[config.mk]
export PLATFORM = sky130hd
export DESIGN_NAME = rcosc_tick_gen_flat
export DESIGN_NICKNAME = d
export VERILOG_FILES = /design/src/rtl/rcosc_tick_gen_if.sv /design/src/rtl/rcosc_tick_gen.sv /design/src/flat_wrapper.sv
export SDC_FILE = /design/constraint.sdc
export NUM_CORES = 1
export LEC_CHECK = 0
export ABC_AREA = 1
export CAP_MARGIN = 5
export CORE_MARGIN = 4
export CORE_UTILIZATION = 45
export CTS_BUF_LIST = sky130_fd_sc_hd__clkbuf_4
export CTS_CLUSTER_DIAMETER = 30
export DETAILED_ROUTE_END_ITERATION = 6
export GPL_TIMING_DRIVEN = 1
export PLACE_DENSITY = 0.65
export SLEW_MARGIN = 20
export SYNTH_ARGS = -nofsm -noshare
export SYNTH_HDL_FRONTEND = slang
export SYNTH_SLANG_ARGS = --single-unit
[constraint.sdc]
create_clock -name clk -period 6.7 [get_ports clk]
set_input_delay 0.67 -clock clk [delete_from_list [all_inputs] [get_ports clk]]
set_output_delay 0.67 -clock clk [all_outputs]
set_load 0.005 [all_outputs]
[src/rtl/rcosc_tick_gen_if.sv]
// Control/status bundle for rcosc_tick_gen: channel enables, divide-ratio writes, tick strobes.
// The master drives enables and writes; the slave (the tick generator) returns status and ticks.
interface rcosc_tick_gen_if #(
  parameter int unsigned NumCh = 4,
  parameter int unsigned DivW  = 16
);
  localparam int unsigned SelW = (NumCh > 1) ? $clog2(NumCh) : 1;

  logic [NumCh-1:0] ch_en;
  logic             div_wr;
  logic [SelW-1:0]  div_sel;
  logic [DivW-1:0]  div_val;
  logic             wr_err;
  logic             ready;
  logic [NumCh-1:0] tick;

  modport master (
    output ch_en, div_wr, div_sel, div_val,
    input  wr_err, ready, tick
  );

  modport slave (
    input  ch_en, div_wr, div_sel, div_val,
    output wr_err, ready, tick
  );
endinterface

[src/rtl/rcosc_tick_gen.sv]
// Multi-channel clock-enable generator: waits out the oscillator settle interval, then emits
// per-channel single-cycle ticks with glitch-free run-time programmable divide ratios.
module rcosc_tick_gen #(
  parameter int unsigned NumCh        = 4,
  parameter int unsigned DivW         = 16,
  parameter int unsigned SettleCycles = 1024,
  parameter int unsigned DefaultDiv   = 160
) (
  input logic             clk,
  input logic             rst,
  rcosc_tick_gen_if.slave bus
);
  localparam int unsigned      SelW       = (NumCh > 1) ? $clog2(NumCh) : 1;
  localparam int unsigned      SettleW    = (SettleCycles > 1) ? $clog2(SettleCycles) : 1;
  localparam logic [SettleW-1:0] SettleLast = SettleW'(SettleCycles - 1);
  localparam logic [DivW-1:0]  DefDiv     = DivW'(DefaultDiv);

  typedef enum logic {StSettle, StRun} state_e;

  state_e                       state_q, state_d;
  logic [SettleW-1:0]           settle_cnt_q, settle_cnt_d;
  logic                         ready_q, ready_d;
  logic                         wr_err_q, wr_err_d;
  logic [NumCh-1:0]             tick_q, tick_d;
  logic [NumCh-1:0][DivW-1:0]   cnt_q, cnt_d;
  logic [NumCh-1:0][DivW-1:0]   active_q, active_d;
  logic [NumCh-1:0][DivW-1:0]   shadow_q, shadow_d;

  logic wr_ok;
  logic running;
  logic wrap;

  // Settle sequencer
  always_comb begin
    state_d      = state_q;
    settle_cnt_d = settle_cnt_q;
    ready_d      = ready_q;
    unique case (state_q)
      StSettle: begin
        if (settle_cnt_q == SettleLast) begin
          state_d = StRun;
          ready_d = 1'b1;
        end else begin
          settle_cnt_d = settle_cnt_q + 1'b1;
        end
      end
      StRun: ready_d = 1'b1;
      default: state_d = StSettle;
    endcase
  end

  // Channel counters and divisor handling
  always_comb begin
    wr_ok    = bus.div_wr && (bus.div_val != '0) && (32'(bus.div_sel) < NumCh);
    wr_err_d = bus.div_wr && !wr_ok;
    cnt_d    = cnt_q;
    active_d = active_q;
    shadow_d = shadow_q;
    tick_d   = '0;
    running  = 1'b0;
    wrap     = 1'b0;
    for (int i = 0; i < NumCh; i++) begin
      running = (state_q == StRun) && bus.ch_en[i];
      wrap    = running && (cnt_q[i] == active_q[i] - DivW'(1));
      if (wr_ok && (bus.div_sel == SelW'(i))) begin
        shadow_d[i] = bus.div_val;
      end
      cnt_d[i]  = (running && !wrap) ? cnt_q[i] + DivW'(1) : '0;
      tick_d[i] = wrap;
      // An idle channel takes the new ratio at once; a running one only at a period boundary.
      if (!running || wrap) begin
        active_d[i] = shadow_d[i];
      end
    end
  end

  always_ff @(posedge clk or posedge rst) begin
    if (rst) begin
      state_q      <= StSettle;
      settle_cnt_q <= '0;
      ready_q      <= 1'b0;
      wr_err_q     <= 1'b0;
      tick_q       <= '0;
      cnt_q        <= '0;
      active_q     <= {NumCh{DefDiv}};
      shadow_q     <= {NumCh{DefDiv}};
    end else begin
      state_q      <= state_d;
      settle_cnt_q <= settle_cnt_d;
      ready_q      <= ready_d;
      wr_err_q     <= wr_err_d;
      tick_q       <= tick_d;
      cnt_q        <= cnt_d;
      active_q     <= active_d;
      shadow_q     <= shadow_d;
    end
  end

  assign bus.ready  = ready_q;
  assign bus.wr_err = wr_err_q;
  assign bus.tick   = tick_q;

endmodule
[src/flat_wrapper.sv]
// flat-port wrapper written by rule: the top's interface ports become plain ports
module rcosc_tick_gen_flat 
#(
  parameter int unsigned NumCh        = 4,
  parameter int unsigned DivW         = 16,
  parameter int unsigned SettleCycles = 1024,
  parameter int unsigned DefaultDiv   = 160
)
  (clk, rst, bus_ch_en, bus_div_wr, bus_div_sel, bus_div_val, bus_wr_err, bus_ready, bus_tick);
  rcosc_tick_gen_if #(.NumCh(NumCh), .DivW(DivW)) bus_i ();
  input logic clk;
  input logic rst;
  input wire logic [$bits(bus_i.ch_en)-1:0] bus_ch_en;
  input wire logic [$bits(bus_i.div_wr)-1:0] bus_div_wr;
  input wire logic [$bits(bus_i.div_sel)-1:0] bus_div_sel;
  input wire logic [$bits(bus_i.div_val)-1:0] bus_div_val;
  output wire logic [$bits(bus_i.wr_err)-1:0] bus_wr_err;
  output wire logic [$bits(bus_i.ready)-1:0] bus_ready;
  output wire logic [$bits(bus_i.tick)-1:0] bus_tick;
  assign bus_i.ch_en = bus_ch_en;
  assign bus_i.div_wr = bus_div_wr;
  assign bus_i.div_sel = bus_div_sel;
  assign bus_i.div_val = bus_div_val;
  assign bus_wr_err = bus_i.wr_err;
  assign bus_ready = bus_i.ready;
  assign bus_tick = bus_i.tick;
  rcosc_tick_gen #(.NumCh(NumCh), .DivW(DivW), .SettleCycles(SettleCycles), .DefaultDiv(DefaultDiv)) u_core (.clk(clk), .rst(rst), .bus(bus_i));
endmodule
==> out/qor.yml, run 1 <==
status: "completed"
power.leakage_nw: 5.93
critical_path_arrival_ns: 3.74
drive_gt1_share_pct: 11.3
ys_seq_elements: 209
powerDensity_nw_per_um2: 254
post-place-ws_ns: 3.28
cp-end-kind: "register"
postSynthAreaPerCell_um2: 7.77
cts.sinks: 209
seqCellArea_um2: 5250
fillerInstances: 2549
worst_path_max_delay_cell: "nand2_1"
fin_crit_ns: 3.17
synthTopCellsByArea: "dfrtp_1 (42%), nand2_1 (15%), nor2_1 (6.0%)"
insertion_delay_ns: 0.72
critical_path.cell_chain: "inv_1, ha_1, nand3_2, nor2_2, nand2_1, nand2_1, nand2_1, nor2_1, nand2_1, nor2_1, nand2_1, nand2_1, buf_4, nor2_1"
drt_iter0_drc: 552
slew_viol_final: 0
cts_inserted_buffers: 59
die_area_um2: 28100
hold_class: "in -> async"
cts_resized: 0
cts-hold-fix-buffers: 0
portBuffers: 30
post_cts_buffers: 0
grt_usage_pct: 18.9
cpPeakStageDelay_ns: 0.62
critPathMaxFanout: 21
drtAntennaViolNets: 0
cts_tree: "done"
grt_pass1_wl_mm: 44.9
syn_area_um2: 11500
cp-startpoint: "u_core.active_q[0]$_DFFE_PP0P_"
dr_total_vias: 9537
hold_viol_final: 0
crit_path_start_kind: "register"
fin_crit_sh_pct: 47.3
place.gp.congestion: 0.852
first_global_vias: 9429
syn_inst: 1476
criticalPathCategory: "reg -> reg"
clk_pin_slew_worst_paths_ns: 0.08
overflow: 0
ys_seq_area_share_pct: 45.8
fin_setup_tns_ns: 0
r2r-start: "u_core.active_q[0]$_DFFE_PP0P_"
syn_nets: 1510
num_io_pins: 31
die_height_um: 168
crit_top_cell: "nand2_1"
rows: 58
cts_max_path_buffers: 3
yosysTopAreaCell: "dfrtp_1"
grt_start_max_net_pins: 80
design.core.area_um2: 25100
cap_violations: 0
setup_violations: 0
antenna_found_initial: 1
wire_per_inst_um: 13.6
ir_worst_vdd_mv: 0.139
initial_core_util_pct: 45.7
drc_errors: 0
slew_headroom_pct: 36.7
area_growth_pct: 11.9
worstPathRequired_ns: 7.28
yosysWarnings: 0
final_util_pct: 51.1
fin_ws_ns: 3.53
fin_area_um2: 12800
fin_nets: 1570
place_area_um2: 12000
wirelength_mm: 26.1
fp.dieW_um: 168
viasPerCell: 4.97
cts_root_buf: "clkbuf_4"
ys_types: 38
hpwlAfterDp_mm: 18.0
h-tree-depth: 2
firstDrtPassIters: 7
synth_top_area_share_pct: 42.1
rsz0062_at_grt: "no"
multi_input_area_um2: 5510
fmax_mhz: 316
tightest_slew_ns: 0.949
timing.hold.ws_ns: 0.390
fin_worst_skew_ns: 0.0545
-- cells in the mapped netlist --
master	instances
nor4_1	6
o21ai_0	66
nor2_4	5
o21a_1	16
dfstp_2	16
buf_4	5
clkbuf_2	2
nand2b_1	1
nand2_2	15
or2_2	6
buf_2	8
a31oi_1	3
nand2_4	3
nand3b_1	28
o21bai_4	1
nor3_1	15
dfrtp_1	193
nand3_2	5
clkinv_1	3
buf_12	1
a21oi_1	4
nor2_1	182
nor2_8	1
o21ai_1	1
inv_1	122
nor2_2	21
buf_1	2
inv_2	5
nand3_1	116
buf_6	6
xnor2_1	49
clkbuf_1	13
and2_1	7
ha_1	9
xor2_1	56
nand4_1	29
o21bai_1	1
nand2_1	454
-- power breakdown --
part	internal (mW)	switching (mW)
clock	0.646	0.565
combinational	0.216	0.333
sequential	1.40	0.103
-- critical path: cells and delay by family, from the launching register on --
kind	cells	cell delay (ns)
simple gates	11	1.91
fa+ha+maj	1	0.24
buf+inv	2	0.48
flops	1	0.40
-- final cells by class --
class	instances	share of cell area [%]
Clock buffer	81	4.74
Sequential cell	209	40.9
Multi-Input combinational cell	1100	42.9
Tap cell	330	3.22
Timing Repair Buffer	36	2.88
Antenna cell	1	0.0195
Inverter	130	3.86
Clock inverter	30	1.43
-- worst paths after layout --
| check | end | slack, ns | depth (start not counted) |
|---|---|---|---|
| worst min register to register | u_core.bus.ready$_DFFE_PP0N_ | 0.48 | 1 |
| worst max register to register | u_core.cnt_q[1]$_DFF_PP0_ | 3.53 | 14 |
| worst max-delay path | u_core.cnt_q[1]$_DFF_PP0_ | 3.53 | 14 |
| max in group asynchronous | u_core.cnt_q[39]$_DFF_PP0_ | 5.01 | 3 |
| worst min-delay path | u_core.cnt_q[16]$_DFF_PP0_ | 0.39 | 2 |
| min in group clk | u_core.bus.ready$_DFFE_PP0N_ | 0.48 | 1 |
-- flip-flops by register name, summed over array words and instances (netlist names) --
| signal | flops |
|---|---|
| u_core.active_q | 64 |
| u_core.cnt_q | 64 |
| u_core.shadow_q | 64 |
| u_core.settle_cnt_q | 10 |
| u_core.bus.tick | 4 |
| u_core.bus.ready | 1 |
| u_core.bus.wr_err | 1 |
| u_core.state_q | 1 |
-- per-stage QoR --
| stage | std cells | power [mW] |
|---|---|---|
| after global routing | 1917 | 3.48 |
| after global placement | 1803 | 2.06 |
| after detailed placement | 1803 | 2.07 |
| final | 1917 | 3.26 |
| after floorplan | 1476 | 1.93 |
| after CTS | 1914 | 3.30 |
-- placed cells by master, fill, tap and decap left out, types with 7 or more instances in the layout --
| master | netlist | routed |
|---|---|---|
| and2_1 | 7 | 7 |
| clkbuf_4 | 0 | 81 |
| clkdlybuf4s50_1 | 0 | 30 |
| clkinv_1 | 3 | 21 |
| clkinv_2 | 0 | 7 |
| dfrtp_1 | 193 | 193 |
| dfstp_2 | 16 | 16 |
| ha_1 | 9 | 9 |
| inv_1 | 122 | 121 |
| nand2_1 | 454 | 454 |
| nand2_2 | 15 | 15 |
| nand3_1 | 116 | 116 |
| nand3b_1 | 28 | 28 |
| nand4_1 | 29 | 29 |
| nor2_1 | 182 | 181 |
| nor2_2 | 21 | 21 |
| nor3_1 | 15 | 15 |
| o21a_1 | 16 | 16 |
| o21ai_0 | 66 | 66 |
| xnor2_1 | 49 | 49 |
| xor2_1 | 56 | 56 |
-- cells by family after synthesis --
family | synth area share (%)
adders and majority gates | 0.982
buffers and inverters | 6.27
DFF | 45.8
and+or+nand+nor | 34.4
xor gates and xnor gates | 8.02
AOI/OAI and AO/OA | 4.54
-- layer usage --
layer  track usage [%]  up-vias  part of all wire, %
met4              5.22        0                  1.8
met2              29.6      187                   45
met5                 0        -                    0
li1                  -     4839                    -
met1              27.0     4464                   49
met3              3.52       47                  4.3
Power figures use the tool's default switching activity.
==> run 2: changes to the inputs <==
--- a/config.mk
+++ b/config.mk
@@ -13,7 +13,7 @@
 export CTS_CLUSTER_DIAMETER = 30
 export DETAILED_ROUTE_END_ITERATION = 6
 export GPL_TIMING_DRIVEN = 1
-export PLACE_DENSITY = 0.65
+export PLACE_DENSITY = 0.62
 export SLEW_MARGIN = 20
 export SYNTH_ARGS = -nofsm -noshare
 export SYNTH_HDL_FRONTEND = slang
==> constraint.sdc (replaced) <==
create_clock -name clk -period 3.26 [get_ports clk]
set_input_delay 0.326 -clock clk [delete_from_list [all_inputs] [get_ports clk]]
set_output_delay 0.326 -clock clk [all_outputs]
set_load 0.005 [all_outputs]
==> run 2 against run 1 <==
  * Critical path depth shrank 2
  * Cell area grew 1.1%
  * Clock skew grew 0.017 ns
  * First-iteration DRC count grew 5.3%
  * Cell count grew 0.99%
  * Largest cell class unchanged
  * Largest power group unchanged
==> out/qor.yml, run 2 (synthesized netlist as in run 1, its figures left out) <==
overflow: 0
grt_start_max_net_pins: 73
fin_nets: 1586
timing.hold.ws_ns: 0.165
cts.sinks: 209
cts_inserted_buffers: 61
cts_resized: 0
final_cell_mix: "nand2_1 (454), dfrtp_1 (193), nor2_1 (181)"
wirelength_mm: 26.7
die_height_um: 168
drt_iter0_drc: 581
cp-end-kind: "register"
final_util_pct: 51.6
r2r_end: "u_core.cnt_q[28]$_DFF_PP0_"
dr_total_vias: 9600
top_layer_used: "met5"
fin_crit_sh_pct: 80.4
min-delay-start: "bus_ch_en[0]"
reg2reg_depth: 12
post-place-ws_ns: 0.665
area_growth_pct: 13.0
viasPerCell: 4.96
dp.cells: 1818
crit_path_start_kind: "register"
drtAntennaViolNets: 0
seqCellArea_um2: 5250
wire_per_inst_um: 13.8
criticalPathCategory: "reg -> reg"
first_global_vias: 9423
antenna_found_initial: 3
power.leakage_nw: 6.01
hold_class: "in -> reg"
wl_met3_mm: 1.30
p_seq_share_pct: 45.6
grt_pass1_wl_mm: 46.0
routed-wl-met2_mm: 11.8
critical_path_arrival_ns: 3.16
fmax_mhz: 381
combPwrFrac_pct: 17.0
h-tree-depth: 2
drc_errors: 0
switching_share_pct: 30.4
design.core.area_um2: 25100
layoutNonFillerInstCount: 1936
cts_tree: "done"
status: "completed"
fin_crit_ns: 2.62
r2r-start: "u_core.active_q[16]$_DFFE_PP0P_"
p_sw_mw: 2.06
hold_path_end: "u_core.bus.tick[0]$_DFF_PP0_"
place.gp.congestion: 0.852
rsz0062_at_grt: "no"
clkPwrFrac_pct: 37.4
fp.dieW_um: 168
tightest_slew_ns: 0.617
clk_pin_slew_worst_paths_ns: 0.07
slew_viol_final: 0
layout_commonest_cell: "nand2_1"
die_area_um2: 28100
multi_input_area_um2: 5500
cts_max_path_buffers: 3
num_io_pins: 31
firstDrtPassIters: 5
initial_core_util_pct: 45.7
insertion_delay_ns: 0.72
largestRegisters: "u_core.active_q: 64 flops, u_core.cnt_q: 64 flops, u_core.shadow_q: 64 flops"
holdPathStages: 3
fillerInstances: 2553
cap_violations: 0
grt_usage_pct: 19.6
drive_gt1_share_pct: 12.4
ir_worst_vdd_mv: 0.354
p_int_mw: 4.71
rows: 58
powerDensity_nw_per_um2: 522
hold_viol_final: 0
portBuffers: 30
worstPathRequired_ns: 3.80
fin_worst_skew_ns: 0.0715
fin_ws_ns: 0.637
cts_root_buf: "clkbuf_4"
fin_setup_tns_ns: 0
regToRegSetupSlack_ns: 0.64
wl_met1_mm: 13.1
setup_violations: 0
critPathMaxFanout: 17
slew_headroom_pct: 58.4
hpwlAfterDp_mm: 19.1
run 2: what timing repair did:
item,4_1_cts,5_1_grt
endpoints found under the hold margin,11,0
setup buffers,0,0
hold buffers,1,0
run 2: power by group through the flow:
stage / sequential, mW / clock [mW] / combinational, mW
2_1_floorplan: 3.07 / 0 / 0.904
6_report: 3.09 / 2.53 / 1.15
3_5_place_dp: 3.13 / 0 / 1.15
4_1_cts: 3.09 / 2.64 / 1.16
3_3_place_gp: 3.13 / 0 / 1.12
5_1_grt: 3.12 / 2.81 / 1.33
run 2: cell type report:
cell class	count	area share [%]
multi-input cells	1100	42.4
flip-flops and latches	209	40.5
clock buffers	93	5.39
inverters	130	3.79
repair buffers	50	3.69
well taps	330	3.19
clock inverters	23	1.00
diodes	1	0.0193
run 2: layer usage:
| metal | global-route usage, % | vias to the layer above |
|---|---|---|
| met3 | 3.94 | 45 |
| met2 | 29.4 | 178 |
| met4 | 5.75 | 2 |
| met1 | 28.9 | 4502 |
| met5 | 0 | - |
| li1 | - | 4873 |
run 2: worst max-delay path: stages, from the launching register on:
cell      delay (ns)
dfrtp_1         0.42
inv_1           0.11
ha_1            0.24
nand3_2         0.15
nor2_2          0.25
nand2_1         0.07
nand2_1         0.10
nand3_1         0.07
nor2_1          0.13
nand2_1         0.13
o21bai_4        0.39
buf_4           0.30
nor2_1          0.07
run 2: worst max path at each step:
stage / startpoint / to / slack, ns
finish: u_core.active_q[16]$_DFFE_PP0P_ / u_core.cnt_q[28]$_DFF_PP0_ / 0.64
global route: u_core.active_q[16]$_DFFE_PP0P_ / u_core.cnt_q[28]$_DFF_PP0_ / 0.30
CTS: u_core.active_q[16]$_DFFE_PP0P_ / u_core.cnt_q[28]$_DFF_PP0_ / 0.62
detailed placement: bus_div_val[7] / u_core.active_q[42]$_DFFE_PP0P_ / 0.67
global placement: bus_div_val[9] / u_core.active_q[44]$_DFFE_PP0P_ / 0.72
floorplan: rst / u_core.active_q[0]$_DFFE_PP0P_ / 0.23
run 2: metrics by stage:
stage	power, mW	cell area, um2
floorplan	3.97	11500
global placement	4.25	12100
detailed placement	4.28	12100
CTS	6.89	13000
global route	7.25	13000
finish	6.77	13000
